File: src/rtl/reg_group_seq.sv
// Command sequencer for the 3-entry register group.
// Turns LOAD/MOVE/SWAP/ADD commands into read/write cycles on the group.
module reg_group_seq #(
    parameter int DW = 8
) (
    input  logic          clk,
    input  logic          rst,
    input  logic          cmd_valid,
    output logic          cmd_ready,
    input  logic [1:0]    cmd_op,
    input  logic [1:0]    cmd_rs,
    input  logic [1:0]    cmd_rd,
    input  logic [DW-1:0] cmd_imm,
    output logic          busy,
    output logic          done,
    output logic          err,
    output logic          carry,
    output logic [1:0]    rg_raa,
    output logic [1:0]    rg_rwba,
    output logic          rg_we,
    output logic [DW-1:0] rg_i,
    input  logic [DW-1:0] rg_s,
    input  logic [DW-1:0] rg_d
);

    typedef enum logic [2:0] {
        IDLE,
        RD,
        WR1,
        WR2,
        FIN
    } state_t;

    localparam logic [1:0] OP_LOAD = 2'b00;
    localparam logic [1:0] OP_MOVE = 2'b01;
    localparam logic [1:0] OP_SWAP = 2'b10;
    localparam logic [1:0] OP_ADD  = 2'b11;

    state_t        state_q, state_d;
    logic [1:0]    op_q, rs_q, rd_q;
    logic [DW-1:0] imm_q, ts_q, td_q;
    logic          err_q, carry_q;
    logic          accept, illegal;
    logic [DW:0]   sum;

    assign accept  = (state_q == IDLE) && cmd_valid;
    assign illegal = (cmd_rd == 2'd3) ||
                     ((cmd_op != OP_LOAD) && (cmd_rs == 2'd3));
    assign sum     = {1'b0, ts_q} + {1'b0, td_q};

    always_comb begin
        state_d = state_q;
        unique case (state_q)
            IDLE: begin
                if (cmd_valid) begin
                    if (illegal)               state_d = FIN;
                    else if (cmd_op == OP_LOAD) state_d = WR1;
                    else                        state_d = RD;
                end
            end
            RD:      state_d = WR1;
            WR1:     state_d = (op_q == OP_SWAP) ? WR2 : FIN;
            WR2:     state_d = FIN;
            FIN:     state_d = IDLE;
            default: state_d = IDLE;
        endcase
    end

    always_ff @(posedge clk or posedge rst) begin
        if (rst) begin
            state_q <= IDLE;
            op_q    <= '0;
            rs_q    <= '0;
            rd_q    <= '0;
            imm_q   <= '0;
            ts_q    <= '0;
            td_q    <= '0;
            err_q   <= 1'b0;
            carry_q <= 1'b0;
        end else begin
            state_q <= state_d;
            if (accept) begin
                op_q  <= cmd_op;
                rs_q  <= cmd_rs;
                rd_q  <= cmd_rd;
                imm_q <= cmd_imm;
                err_q <= illegal;
            end
            if (state_q == RD) begin
                ts_q <= rg_s;
                td_q <= rg_d;
            end
            // carry only moves on a real ADD write, never on a rejected one
            if (state_q == WR1 && op_q == OP_ADD)
                carry_q <= sum[DW];
        end
    end

    always_comb begin
        cmd_ready = 1'b0;
        busy      = 1'b1;
        done      = 1'b0;
        err       = 1'b0;
        rg_raa    = 2'd0;
        rg_rwba   = 2'd0;
        rg_we     = 1'b1;
        rg_i      = '0;
        unique case (state_q)
            IDLE: begin
                cmd_ready = 1'b1;
                busy      = 1'b0;
            end
            RD: begin
                rg_raa  = rs_q;
                rg_rwba = rd_q;
            end
            WR1: begin
                rg_rwba = rd_q;
                rg_we   = 1'b0;
                unique case (op_q)
                    OP_LOAD: rg_i = imm_q;
                    OP_ADD:  rg_i = sum[DW-1:0];
                    default: rg_i = ts_q;
                endcase
            end
            WR2: begin
                rg_rwba = rs_q;
                rg_we   = 1'b0;
                rg_i    = td_q;
            end
            FIN: begin
                done = 1'b1;
                err  = err_q;
            end
            default: ;
        endcase
    end

    assign carry = carry_q;

endmodule

File: config.mk
export PLATFORM = sky130hd
export DESIGN_NAME = reg_group_seq
export DESIGN_NICKNAME = d
export VERILOG_FILES = /design/src/rtl/reg_group_seq.sv
export SDC_FILE = /design/constraint.sdc
export NUM_CORES = 1
export LEC_CHECK = 0
export BUFFER_PORTS_ARGS = -buffer_cell sky130_fd_sc_hd__buf_2
export CORE_AREA = 5 5 79 81
export CTS_CLUSTER_SIZE = 14
export DETAILED_ROUTE_END_ITERATION = 8
export DIE_AREA = 0 0 84 86
export PLACE_DENSITY_LB_ADDON = 0.12
export SLEW_MARGIN = 10
export SYNTH_ARGS = -nofsm -noshare
export SYNTH_HDL_FRONTEND = slang
export SYNTH_SLANG_ARGS = --single-unit
File: constraint.sdc
create_clock -name clk -period 1.68 [get_ports clk]
set_input_delay 0.084 -clock clk [delete_from_list [all_inputs] [get_ports clk]]
set_output_delay 0.084 -clock clk [all_outputs]
set_load 0.01 [all_outputs]
==> run summary, run 1 <==
The global-route usage over all layers came out at 15.4%. The data required time of the worst path came out at 1.60 ns. After layout, the worst setup slack is -0.470 ns. Row generation in the floorplan step produced 27 rows. The initial antenna violation count came out at 0. Counting every sink on the clock net gives 35. 0 antenna diodes ended up in the layout.

The power density over cell area is 2310 nW/um^2. The highest fanout seen on the critical path came out at 2. The CTS H-tree depth is 2. The clock power share came out at 9.6%. The start of the worst register-to-register path is td_q[0]$_DFFE_PP0P_.

The slowest stage of the critical path is the fa_2 cell. The share of the clock period used by the worst path is 128%. In this run the cell area of the synthesized design comes to 2100 um^2. The adder-cell share of the synthesized area came out at 7.49%. The fraction of synthesized cell area taken by the top area cell type came out at 41.6%. The worst min-delay path category is input port to register. The number of global-route vias before repair came out at 1865.

The clock latency of the later-clocked register in the worst-skew pair came out at 0.28 ns. The commonest cells after synthesis are dfrtp_1 (35), mux2_2 (20), nor2_1 (17). After detailed routing, the average wire length per cell comes to 15.7 um. The die area is 7220 um^2. The deepest clock path buffer count is 2. The register bit total from synthesis is 35. The global-route track usage on met2 came out at 24.4%. The share of total power consumed by net switching came out at 40.7%. At the end of routability-driven placement, the weighted congestion stood at 0.796.

Sequential cells burn 22.6% of the power. The simple-gate share of the synthesized area is 12.5%. STA classifies the critical path startpoint as a register. The capturing element type of the critical path is an output port. The sequential share of the synthesized area came out at 41.6%.

The number of enable flip-flop cells after synthesis came out at 0. The first-pass GRT wire length is 8.96 mm. Combinational cells account for 67.9% of the total power.

In this run the static leakage power is 0.00141 uW. The worst-case IR drop observed on VDD is 0.000844 V. The number of placed instances, taps included, is 345. For this design the total switching power over the nets is 2840 uW.

The data arrival at the endpoint of the critical path is 2.07 ns. In this run the most used layer during global routing was met2. A synthesized cell averages 10.2 um^2.

The met1 track demand over resource in global routing came out at 20.7%. The number of placed I/O pins is 51. The endpoint identified for the worst register-to-register timing path is carry$_DFFE_PP0P_.

The count of unique library cells instantiated by Yosys came out at 40. The final clock skew is 0.00395 ns. The post-synthesis instance total is 206.

The cell depth of the worst flop-to-flop path is 8. Setup violations remaining at the end of the flow were counted as 9. Setup repair after global routing could not meet its margin everywhere.

The DRC violations left is 0. The via density per instance is 5.10. The compound-gate portion of the synthesized area is 15.0%. The total wirelength of the detailed-routed design came out at 5.74 mm. The worst setup path is of the register to output port kind. In this run the clock root is driven by a clkbuf_8. Headroom to the max-slew limit came out at 70.0%. Across all layers, the routed design uses 1867 vias. The number of standard cells in the final layout excluding fillers came out at 366. The fraction of synthesis flops using an asynchronous set or reset pin came out at 100%. The post-synthesis net count came out at 251. The width of the die came out at 84 um.

Yosys attributes the largest share of cell area to dfrtp_1 (42%), mux2_2 (11%), ha_1 (6.5%), mux2_4 (4.3%), a21oi_1 (3.8%). The count of nets left with antenna violations after detail routing is 0. The global route total overflow is 0. The critical path ends at rg_i[6].

The largest family of logic cells by synthesized area is compound AO/OA/AOI/OAI gates. The checks that failed: negative setup slack. Timing analysis after detailed placement gives a worst setup slack of -0.195 ns. The hold violation total from the final report came out at 0. The number of iterations in the first detailed-routing pass is 4. The cell type with the largest total area after synthesis is dfrtp_1. In this run the worst setup path begins at td_q[0]$_DFFE_PP0P_. The detailed-placement wirelength estimate came out at 3.84 mm. The height of the die came out at 86 um. The final number of max-transition violations is 0. For this run, the number of Yosys warnings is 0. The number of violations of the max-capacitance limit came out at 0. The worst register-to-register path has a setup slack of -0.03 ns. The pin count of the biggest net entering global routing came out at 36. The run finished, with violations left. In this design, the stage delay of the slowest critical-path cell is 0.38 ns.

The cell-internal power came out at 4140 uW. The detailed router finished its first iteration with 53 violations. The CTS tree is done. The slew at the pin with the worst max-slew slack came out at 0.450 ns. The layout net count came out at 338. The primary flip-flop cell chosen by synthesis mapping is dfrtp_1. The number of buffer cells added on primary ports came out at 50. The initial cell density of the core came out at 38.9%. The startpoint identified for the worst hold timing path is rg_s[4]. The number of buffers created by CTS is 5. The area of the placeable core came out at 5410 um^2. The synthesized netlist devotes 2.50% of its cell area to XOR and XNOR gates. The clock slew at the register clock pins of the worst setup and hold paths is 0.07 ns. The fraction of final layout cells with drive strength greater than 1 came out at 53.4%. Walking the worst path, the cells encountered are ha_2 -> inv_2 -> fa_2 -> nor2b_4 -> o31ai_4 -> a21oi_2 -> xnor2_2 -> o22ai_2 -> buf_2. The layout overhead on the synthesized area came out at 43.3%. In the synthesized netlist, mux cells make up 15.0% of the area. Timing would allow up to 0.465 GHz. Global routing used 4.32% of the available met3 tracks. The leading cell type by number of instances after synthesis is dfrtp_1.

The post-route minimum period is 2.15 ns.
## power groups by stage
stage | Combinational (uW) | Sequential [uW] | Clock, uW
2_1_floorplan | 2570 | 1490 | 0
3_3_place_gp | 3750 | 1550 | 0
3_5_place_dp | 3750 | 1560 | 0
4_1_cts | 4120 | 1560 | 680
5_1_grt | 5170 | 1630 | 726
6_report | 4730 | 1580 | 666
## cells by family (layout without fill, tap and decap cells)
family	Yosys count	after routing
xor gates and xnor gates	6	6
AOI/OAI and AO/OA	52	52
DFF	35	35
muxes	26	26
adders and majority gates	12	12
and+or+nand+nor	54	55
buffers and inverters	21	108
## worst max-delay path: cells and delay by family (launching register included)
family / cells / cell delay [ns]
and+or+nand+nor: 1 / 0.16
xor gates and xnor gates: 1 / 0.15
DFF: 1 / 0.36
AOI/OAI and AO/OA: 3 / 0.36
buffers and inverters: 2 / 0.18
adders and majority gates: 2 / 0.57
## worst min-delay path by stage
stage,end,slack [ns],depth (start not counted)
final,ts_q[4]$_DFFE_PP0P_,0.02,3
after detailed placement,imm_q[6]$_DFFE_PP0P_,0.21,3
after global routing,imm_q[5]$_DFFE_PP0P_,0.02,2
after floorplan,op_q[0]$_DFFE_PP0P_,0.20,2
after global placement,td_q[6]$_DFFE_PP0P_,0.21,3
after CTS,op_q[0]$_DFFE_PP0P_,0.01,3
## cells in the final DEF (no fill, tap or decap), types with 3 or more instances in the layout
| master | instances |
|---|---|
| buf_2 | 50 |
| dfrtp_1 | 34 |
| buf_4 | 33 |
| mux2_2 | 20 |
| nor2_1 | 17 |
| nand2_1 | 14 |
| a21oi_1 | 13 |
| o21ai_0 | 11 |
| clkbuf_8 | 7 |
| mux2_4 | 6 |
| ha_1 | 6 |
| inv_2 | 5 |
| inv_1 | 4 |
| nor3_1 | 4 |
| xor2_1 | 4 |
| nand3_1 | 4 |
| a21oi_2 | 3 |
| a31oi_1 | 3 |
| a221oi_2 | 3 |
| o21ai_1 | 3 |
| o22ai_1 | 3 |
| and2_1 | 3 |
| ha_4 | 3 |
## sequential cells by signal, summed over array words and instances, names as in the netlist
signal   count
imm_q        8
err_q        1
rs_q         2
td_q         8
op_q         2
rd_q         2
carry        1
state_q      3
ts_q         8
## cell type report
| type | count | area, um^2 |
|---|---|---|
| clock buffer | 8 | 100 |
| fill | 509 | 2390 |
| inverter | 10 | 40.0 |
| multi-input combinational | 151 | 1290 |
| sequential | 35 | 877 |
| tap | 72 | 90.1 |
| timing repair buffer | 90 | 621 |
## stage by stage
stage / cell area [um^2] / utilization (%) / setup TNS (ns) / hold slack [ns] / power (uW)
4_1_cts: 2800 / 51.8 / -2.72 / 0.0134 / 6360
3_5_place_dp: 2600 / 48.1 / -0.931 / 0.211 / 5310
2_1_floorplan: 2120 / - / -0.302 / 0.201 / 4060
5_1_grt: 3020 / 55.8 / -3.50 / 0.0180 / 7530
3_3_place_gp: 2600 / 48.1 / -0.978 / 0.208 / 5290
6_report: 3020 / 55.8 / -2.54 / 0.0203 / 6970
## layer usage
| metal | part of all wire, % | vias to the layer above |
|---|---|---|
| li1 | - | 912 |
| met1 | 47 | 904 |
| met2 | 46 | 45 |
| met3 | 5.9 | 6 |
| met4 | 0.96 | 0 |
| met5 | 0 | - |
## what timing repair did
item                                   in CTS  in global routing
endpoints found under the hold margin      35                  0
setup endpoints to repair                  11                 18
pin swaps                                  17                 18
gates cloned                                0                  3
hold buffers                                1                  0
gates resized for setup                    23                 17
setup buffers                               0                  9
Power figures use the tool's default switching activity.
==> run 2: changes to the inputs <==
--- a/config.mk
+++ b/config.mk
@@ -10,6 +10,7 @@
 export CTS_CLUSTER_SIZE = 14
 export DETAILED_ROUTE_END_ITERATION = 8
 export DIE_AREA = 0 0 84 86
+export HOLD_SLACK_MARGIN = 0.12
 export PLACE_DENSITY_LB_ADDON = 0.12
 export SLEW_MARGIN = 10
 export SYNTH_ARGS = -nofsm -noshare
==> constraint.sdc (replaced) <==
create_clock -name clk -period 1.68 [get_ports clk]
set_input_delay 0.168 -clock clk [delete_from_list [all_inputs] [get_ports clk]]
set_output_delay 0.168 -clock clk [all_outputs]
set_load 0.01 [all_outputs]
==> run summary, run 2 (synthesis gave the netlist of run 1 again) <==
OpenSTA, run right after detailed placement, puts the worst setup slack at -0.307 ns. The tool flagged a number of max-cap violations equal to 0. The clock latency of the later-clocked register in the worst-skew pair is 0.29 ns. The DRC marker count from the first detailed-route iteration came out at 97. The largest individual stage delay along the critical path comes from the cell dfrtp_1. The number of antenna diodes is 0. Setup violations remaining at the end of the flow were counted as 9. The initial antenna violation count was 0. STA classifies the critical path endpoint as an output port.

The CTS tree is done. The number of buffers created by CTS came out at 5. The layout net count came out at 365.

The H-tree was split into 2 levels. The clock arrives with 0.0108 ns of skew. The area growth from synthesis to layout is 54.5%. The post-route minimum period is 2.23 ns. Power spread over the standard cell area amounts to 2140 nW/um^2. The clock slew at the register clock pins of the worst setup and hold paths came out at 0.06 ns. The normalized max-slew margin is 68.8%.

The maximum clock frequency came out at 0.448 GHz. The data required time of the worst path is 1.51 ns. The pin count of the biggest net entering global routing came out at 36. The congestion estimate from routability-driven global placement came to 0.868. The final number of max-transition violations is 0. The initial cell density of the core is 38.9%. The die covers 7220 um^2. For the worst setup path, the data arrival time is 2.07 ns. Dividing the final minimum period by the clock period gives 133%. 51 I/O pins were placed. The fill cell total of the finished layout came out at 470. STA classifies the critical path startpoint as a register.

The area of the placeable core came out at 5410 um^2. The number of global-route vias before repair is 2050. In this run the clock root is driven by a clkbuf_8.

Setup repair after global routing could not meet its margin everywhere. The highest fanout seen on the critical path came out at 2. The largest registers in the layout are imm_q x8, td_q x8, ts_q x8. In this run the worst hold path is classified as input port to register. The checks that failed: negative setup slack. The global route total overflow is 0. The hold violation total from the final report came out at 0. The DRC violations left is 0. The clock net sink count came out at 35. Dividing the detail-routed via count by the number of cells gives 4.91. The global-route usage over all layers is 16.9%. The average detailed-routed wire length per instance is 15.0 um. The detail route stage leaves a number of antenna-violating nets equal to 0. The number of iterations in the first detailed-routing pass came out at 4. The static leakage is 0.00152 uW. The most frequent standard cell in the layout excluding fill and tap cells is buf_2. The detailed-placement wirelength estimate is 3.91 mm. The library cells used most frequently in the layout, excluding fill and tap cells, are buf_2 (48), buf_4 (37), dfrtp_1 (34), dlygate4sd3_1 (24), nor2_1 (16). The first global-routing pass estimated 9.72 mm of wire. The height of the die came out at 86 um.

In this run the tool buffered the top-level ports with 50 buffer cells. For this block, the via count after detailed routing is 1931. Wires add up to 5.90 mm. The deepest clock path buffer count came out at 2. The fraction of final layout cells with drive strength greater than 1 is 49.2%. The cell row count came out at 27. The run finished, with violations left. The number of standard cells in the final layout excluding fillers came out at 393. The count of placed standard cells including taps is 352. The worst vdd rail ir drop came out at 0.000877 V.

The largest single stage delay on the critical path is 0.36 ns. At the pin with the least slew margin, the transition time is 0.469 ns. The worst path setup slack after routing is -0.553 ns. The width of the die came out at 84 um. By startpoint and endpoint, the worst setup path is classified as register to output port. The critical path goes through ha_2 -> inv_2 -> fa_2 -> xnor2_1 -> a221oi_2 -> nor3_1 -> a21oi_1 -> nor2_1 -> buf_2.
run 2: routing by layer:
metal | wire length [um] | GRT usage, % | part of all wire [%] | vias up
met5 | 0 | 0 | 0 | -
met4 | 72 | 5.56 | 1.2 | 0
met3 | 259 | 4.51 | 4.4 | 8
met2 | 2740 | 28.1 | 47 | 43
met1 | 2820 | 21.4 | 48 | 918
li1 | - | - | - | 962
run 2: what timing repair did:
action / CTS / global route
gates cloned: 1 / 1
resized for setup: 22 / 20
pin swaps: 11 / 6
hold endpoints to repair: 57 / 1
buffers inserted: 3 / 4
hold buffers: 23 / 1
endpoints found under the setup margin: 11 / 19
run 2: stage by stage:
stage	util (%)	setup TNS [ns]	instance area, um^2	hold WS, ns	power (uW)
global route	60.2	-4.48	3250	0.124	7500
CTS	57.8	-3.34	3120	0.121	6630
detailed placement	49.2	-1.60	2660	0.305	5460
global placement	49.2	-1.52	2660	0.300	5440
floorplan	-	-0.448	2140	0.285	4140
finish	60.2	-3.40	3250	0.130	6940
run 2: final cells by class:
| class | instances | area (um^2) | area share [%] |
|---|---|---|---|
| Clock buffer | 7 | 76.3 | 2.35 |
| Clock inverter | 1 | 5.00 | 0.154 |
| Inverter | 10 | 40.0 | 1.23 |
| Multi-Input combinational cell | 151 | 1280 | 39.4 |
| Sequential cell | 35 | 877 | 27.0 |
| Tap cell | 72 | 90.1 | 2.77 |
| Timing Repair Buffer | 117 | 882 | 27.1 |
run 2: power breakdown:
| group | switching (uW) | internal [uW] | total [uW] |
|---|---|---|---|
| Sequential | 310 | 1270 | 1580 |
| Clock | 304 | 291 | 595 |
| Combinational | 2210 | 2560 | 4770 |
| Total | 2820 | 4120 | 6940 |
run 2: worst max-delay path: cells and delay by family, from the launching register on:
kind | cells | cell delay [ns]
xor gates and xnor gates | 1 | 0.16
and+or+nand+nor | 2 | 0.14
DFF | 1 | 0.36
buffers and inverters | 2 | 0.17
AOI/OAI and AO/OA | 2 | 0.41
adders and majority gates | 2 | 0.55
run 2: path summary, 6_finish.rpt:
check,startpoint,end,slack [ns],cells past startpoint
max,ts_q[0]$_DFFE_PP0P_,rg_i[2],-0.55,9
max reg2reg,ts_q[0]$_DFFE_PP0P_,carry$_DFFE_PP0P_,0,8
max in group asynchronous,rst,state_q[0]$_DFFE_PP0P_,0.80,4
min,cmd_imm[1],imm_q[1]$_DFFE_PP0P_,0.13,2
min reg2reg,err_q$_DFFE_PP0P_,err_q$_DFFE_PP0P_,0.51,1
min in group asynchronous,rst,ts_q[1]$_DFFE_PP0P_,0.53,4
